`src/rtl/alu_pkg.sv`:
```
// alu_pkg: shared opcode constants and default width for the ALU
package alu_pkg;
   localparam int DATA_WIDTH = 8;
   localparam logic [2:0] OP_ADD = 3'b000;
   localparam logic [2:0] OP_SUB = 3'b001;
   localparam logic [2:0] OP_AND = 3'b010;
   localparam logic [2:0] OP_OR  = 3'b011;
   localparam logic [2:0] OP_XOR = 3'b100;
   localparam logic [2:0] OP_NOT = 3'b101;
   localparam logic [2:0] OP_SHL = 3'b110;
   localparam logic [2:0] OP_SHR = 3'b111;
endpackage

```
`src/rtl/alu_datapath.sv`:
```
// alu_datapath: combinational result, carry and signed-overflow for all eight opcodes
module alu_datapath
   import alu_pkg::*;
#(
   parameter int WIDTH = DATA_WIDTH
) (
   input  logic [WIDTH-1:0] a,
   input  logic [WIDTH-1:0] b,
   input  logic [2:0]       op,
   output logic [WIDTH-1:0] result,
   output logic             carry,
   output logic             overflow
);
   logic [WIDTH:0] sum;
   logic [WIDTH:0] dif;
   logic           sa;
   logic           sb;
   assign sum = {1'b0, a} + {1'b0, b};
   // Extra MSB of the widened difference is the unsigned borrow.
   assign dif = {1'b0, a} - {1'b0, b};
   assign sa  = a[WIDTH-1];
   assign sb  = b[WIDTH-1];
   always_comb begin
      result   = '0;
      carry    = 1'b0;
      overflow = 1'b0;
      case (op)
         OP_ADD: begin
            result   = sum[WIDTH-1:0];
            carry    = sum[WIDTH];
            overflow = (sa == sb) && (sum[WIDTH-1] != sa);
         end
         OP_SUB: begin
            result   = dif[WIDTH-1:0];
            carry    = dif[WIDTH];
            overflow = (sa != sb) && (dif[WIDTH-1] != sa);
         end
         OP_AND: result = a & b;
         OP_OR:  result = a | b;
         OP_XOR: result = a ^ b;
         OP_NOT: result = ~a;
         OP_SHL: begin
            result = a << 1;
            carry  = a[WIDTH-1];
         end
         OP_SHR: begin
            result = a >> 1;
            carry  = a[0];
         end
      endcase
   end
endmodule

```
`src/rtl/alu_core.sv`:
```
// alu_core: combinational ALU with zero detect and an enabled status register stage
module alu_core
   import alu_pkg::*;
#(
   parameter int WIDTH = DATA_WIDTH
) (
   input  logic             clk,
   input  logic             rst,
   input  logic [WIDTH-1:0] a,
   input  logic [WIDTH-1:0] b,
   input  logic [2:0]       op,
   input  logic             en,
   output logic [WIDTH-1:0] result,
   output logic             zero,
   output logic             carry,
   output logic             overflow,
   output logic [WIDTH-1:0] result_q,
   output logic             zero_q,
   output logic             carry_q,
   output logic             overflow_q
);
   alu_datapath #(.WIDTH(WIDTH)) u_dp (
      .a        (a),
      .b        (b),
      .op       (op),
      .result   (result),
      .carry    (carry),
      .overflow (overflow)
   );
   assign zero = ~|result;
   always_ff @(posedge clk) begin
      if (rst) begin
         result_q   <= '0;
         zero_q     <= 1'b1;
         carry_q    <= 1'b0;
         overflow_q <= 1'b0;
      end else if (en) begin
         result_q   <= result;
         zero_q     <= zero;
         carry_q    <= carry;
         overflow_q <= overflow;
      end
   end
endmodule

```
`config.mk`:
```
export PLATFORM = sky130hd
export DESIGN_NAME = alu_core
export DESIGN_NICKNAME = d
export VERILOG_FILES = /design/src/rtl/alu_pkg.sv /design/src/rtl/alu_datapath.sv /design/src/rtl/alu_core.sv
export SDC_FILE = /design/constraint.sdc
export NUM_CORES = 1
export LEC_CHECK = 0
export BUFFER_PORTS_ARGS = -buffer_cell sky130_fd_sc_hd__buf_2
export CORE_MARGIN = 3
export CORE_UTILIZATION = 40
export DETAILED_ROUTE_END_ITERATION = 10
export PLACE_DENSITY = 0.69
export SLEW_MARGIN = 20
export SYNTH_ARGS = -nofsm -noshare
export SYNTH_HDL_FRONTEND = slang
export SYNTH_SLANG_ARGS = --single-unit
```
`constraint.sdc`:
```
create_clock -name clk -period 5.45 [get_ports clk]
set_input_delay 0 -clock clk [delete_from_list [all_inputs] [get_ports clk]]
set_output_delay 0 -clock clk [all_outputs]
set_load 0.02 [all_outputs]
```
==> metrics <==
dpl cell area=2130 sq um; Post-synth EDFFs=0; clock-pin slew on the worst setup and hold paths=around 50 ps; Die W=approximately 76 microns; async set-reset flop share out of synthesis=0; clock buffer depth=2; Crit. End Element=output port; Post-synth top flop=dfxtp_1; Period minus WS final=approximately 2300 ps; met3 routed wirelength=271 microns; First DRT Iteration DRCs=around 120; Worst path slowest cell=fa_1; worst r2r dst=zero_q; CP Data Required Time=between 5000 and 6000 ps; pwr/cell area=roughly 170 nW/um^2; Power, Total=0.000376 W; total grt overflow=0; Top Family by Delay on Critical Path=simple AND/OR/NAND/NOR gates; FMAX=about 440 MHz; cell area after layout=about 2200 sq um; critical setup path kind=in2out; layout cells sized above 1=0.222; Synth warnings=0; P_leak=1.09 nW; # Post-CTS Setup Buffers=0; Synth Area in Simple Gates=0.225; Cell Rows=24; Critical Path AT=roughly 2300 ps; port bufs=43; CTS buffer count=3; Synth Cell Area=slightly below 2000 sq um; Cell variety after synth=65; status=finished clean; post-route clock skew=0 ps; area share of the largest cell type after synthesis=0.154; Initial Util=0.430; flop2flop setup slack=4790 ps; main area contributors after synthesis=ha_1 15%, dfxtp_1 11%, mux2i_1 5.6%, inv_1 5.2%, nor2_1 4.6%; final hold vios=0; WL/cell=between 10 and 15 microns; reg2reg path depth=2; global-route usage over all layers=0.175; Chip Height=around 76 microns; placer congestion estimate=0.953; crit-path max FO=5; FF+latch area=220 sq um; first-pass GRT wire length=7.91 mm; DRC Markers=0; Compound-Gate Fraction of Synth Area=0.265; most frequent cells in the layout=43 x buf_2, 27 x inv_1, 24 x nor2_1, 24 x ha_1, 12 x a21oi_1; Buf/Inv on CP=4; clk sinks=11; max_cap viols=0; Final setup viols=0; Period Utilization, post-route=0.419; antenna-violating nets left=0; die area=5750 sq um; Area Overhead vs Synth=11.5%; post-synthesis cell count=247; wl on met1=2.30 mm; DP HPWL=between 3 and 4 mm; Worst Setup Start Kind=primary input; Hold Path Stages=2; CTS H-Tree Depth=1; area of the multi-input gates=around 1500 sq um; crit-path cells=buf_2, ha_1, inv_1, fa_1, nor2b_1, o21ai_2, a32oi_2, inv_2, nor4_2, nand4bb_1, nor2_1, buf_2; nets=328; largest net degree at the start of global routing=32; FF-to-FF Start=zero_q; Worst Hold Path EP=result_q[6]; Synth Area in Adders=0.174; mux cell area share after synthesis=0.0815; met2 routed WL=2.43 mm; maximum vdd drop=approximately 0.00012 V; relative slew slack=0.587; final core occ=0.480; Post-Route Setup TNS=0 ps; vias in the first global route=~1700; Hold Path Class=in2reg; cts repair resizes=0; # diodes=0; hold path startpoint=rst; syn nets=approximately 300; largest family of logic cells by synthesized area=compound AO/OA/AOI/OAI gates; DRT Pass-1 Iters=4; Core Box Area=4530 sq um; Via-to-Cell Ratio=~5.5; sequential cell area fraction in the yosys report=0.113; Top Metal Used=met4; worst hold-check slack=between 70 and 80 ps; commonest non-fill, non-tap cell in the layout=buf_2; clk root buf=clkbuf_8; number of fill cells in the layout=approximately 450; most used cell, CP=buf_2; post-synthesis xor/xnor area fraction=0.0269; vias=about 1900; hold_buf cts=0; latest clock arrival within the worst-skew pair=240 ps; # IOs=between 40 and 50; syn_area_per_cell=between 7 and 8 sq um; fin. max-slew vios=0; Synth Register Bits=11; initial antenna violation count=0; WL final=slightly above 5 mm; RSZ-0062 raised after global routing=false; TritonCTS clock tree=yes; Worst Max-Slew Pin Slew=slightly above 600 ps; Yosys top cell by area=ha_1; crit-path max cell delay=roughly 400 ps
flip-flops by register name, indices dropped and copies added, names as in the netlist:
| register | cells |
|---|---|
| carry_q | 1 |
| overflow_q | 1 |
| zero_q | 1 |
| result_q | 8 |
Yosys cell counts (all sizes together), types with 2 or more instances:
master  number
fa           2
o31ai        2
mux4         2
a211o        2
a21o         6
buf         13
nand4        2
nand2       11
nor3         8
ha          24
xnor2        5
o21bai       4
a32o         2
a31oi        3
nor2b       11
a21oi       13
dfxtp       11
or2          2
nand3        5
nand2b       6
mux2i       11
o21a         2
clkbuf       2
inv         28
o311a        2
nor2        25
o21ai        7
a211oi      10
a32oi        4
final cells by class:
| class | count | area share |
|---|---|---|
| Clock buffer | 4 | 0.0207 |
| Inverter | 28 | 0.0483 |
| Multi-Input combinational cell | 193 | 0.693 |
| Sequential cell | 11 | 0.101 |
| Tap cell | 65 | 0.0374 |
| Timing Repair Buffer | 43 | 0.0990 |
per-layer routing:
| metal | vias to the layer above | track usage |
|---|---|---|
| met1 | 888 | 0.248 |
| met5 | - | 0 |
| met3 | 8 | 0.0290 |
| met2 | 56 | 0.279 |
| li1 | 943 | - |
| met4 | 0 | 0.0330 |
how the worst max path moves through the flow:
stage                     cells past startpoint  from  endpoint
after floorplan                              10  a[0]    zero_q
after global placement                       12  a[0]      zero
after detailed placement                     12  a[0]      zero
after CTS                                    12  a[0]      zero
after global routing                         12  a[0]      zero
final                                        12  a[0]      zero
logic make-up after synthesis:
kind of cell / after synthesis
buffers and inverters: 43
AO/OA/AOI/OAI: 68
AND/OR/NAND/NOR: 80
multiplexers: 13
XOR/XNOR: 6
flip-flops: 11
adder cells (fa/ha/maj): 26
per-stage QoR:
step	setup WS (ps)	std cells
after CTS	3170	344
after global placement	3200	340
after global routing	2990	344
after detailed placement	3190	340
final	3170	344
after floorplan	3350	247
power by group:
group	total [W]	switching [W]	internal, W	leakage [nW]
combinational	0.000204	0.000125	0.0000791	0.971
sequential	0.0000902	0.00000300	0.0000872	0.0910
clock	0.0000816	0.0000303	0.0000513	0.0228
(Power assumes the default switching activity.)
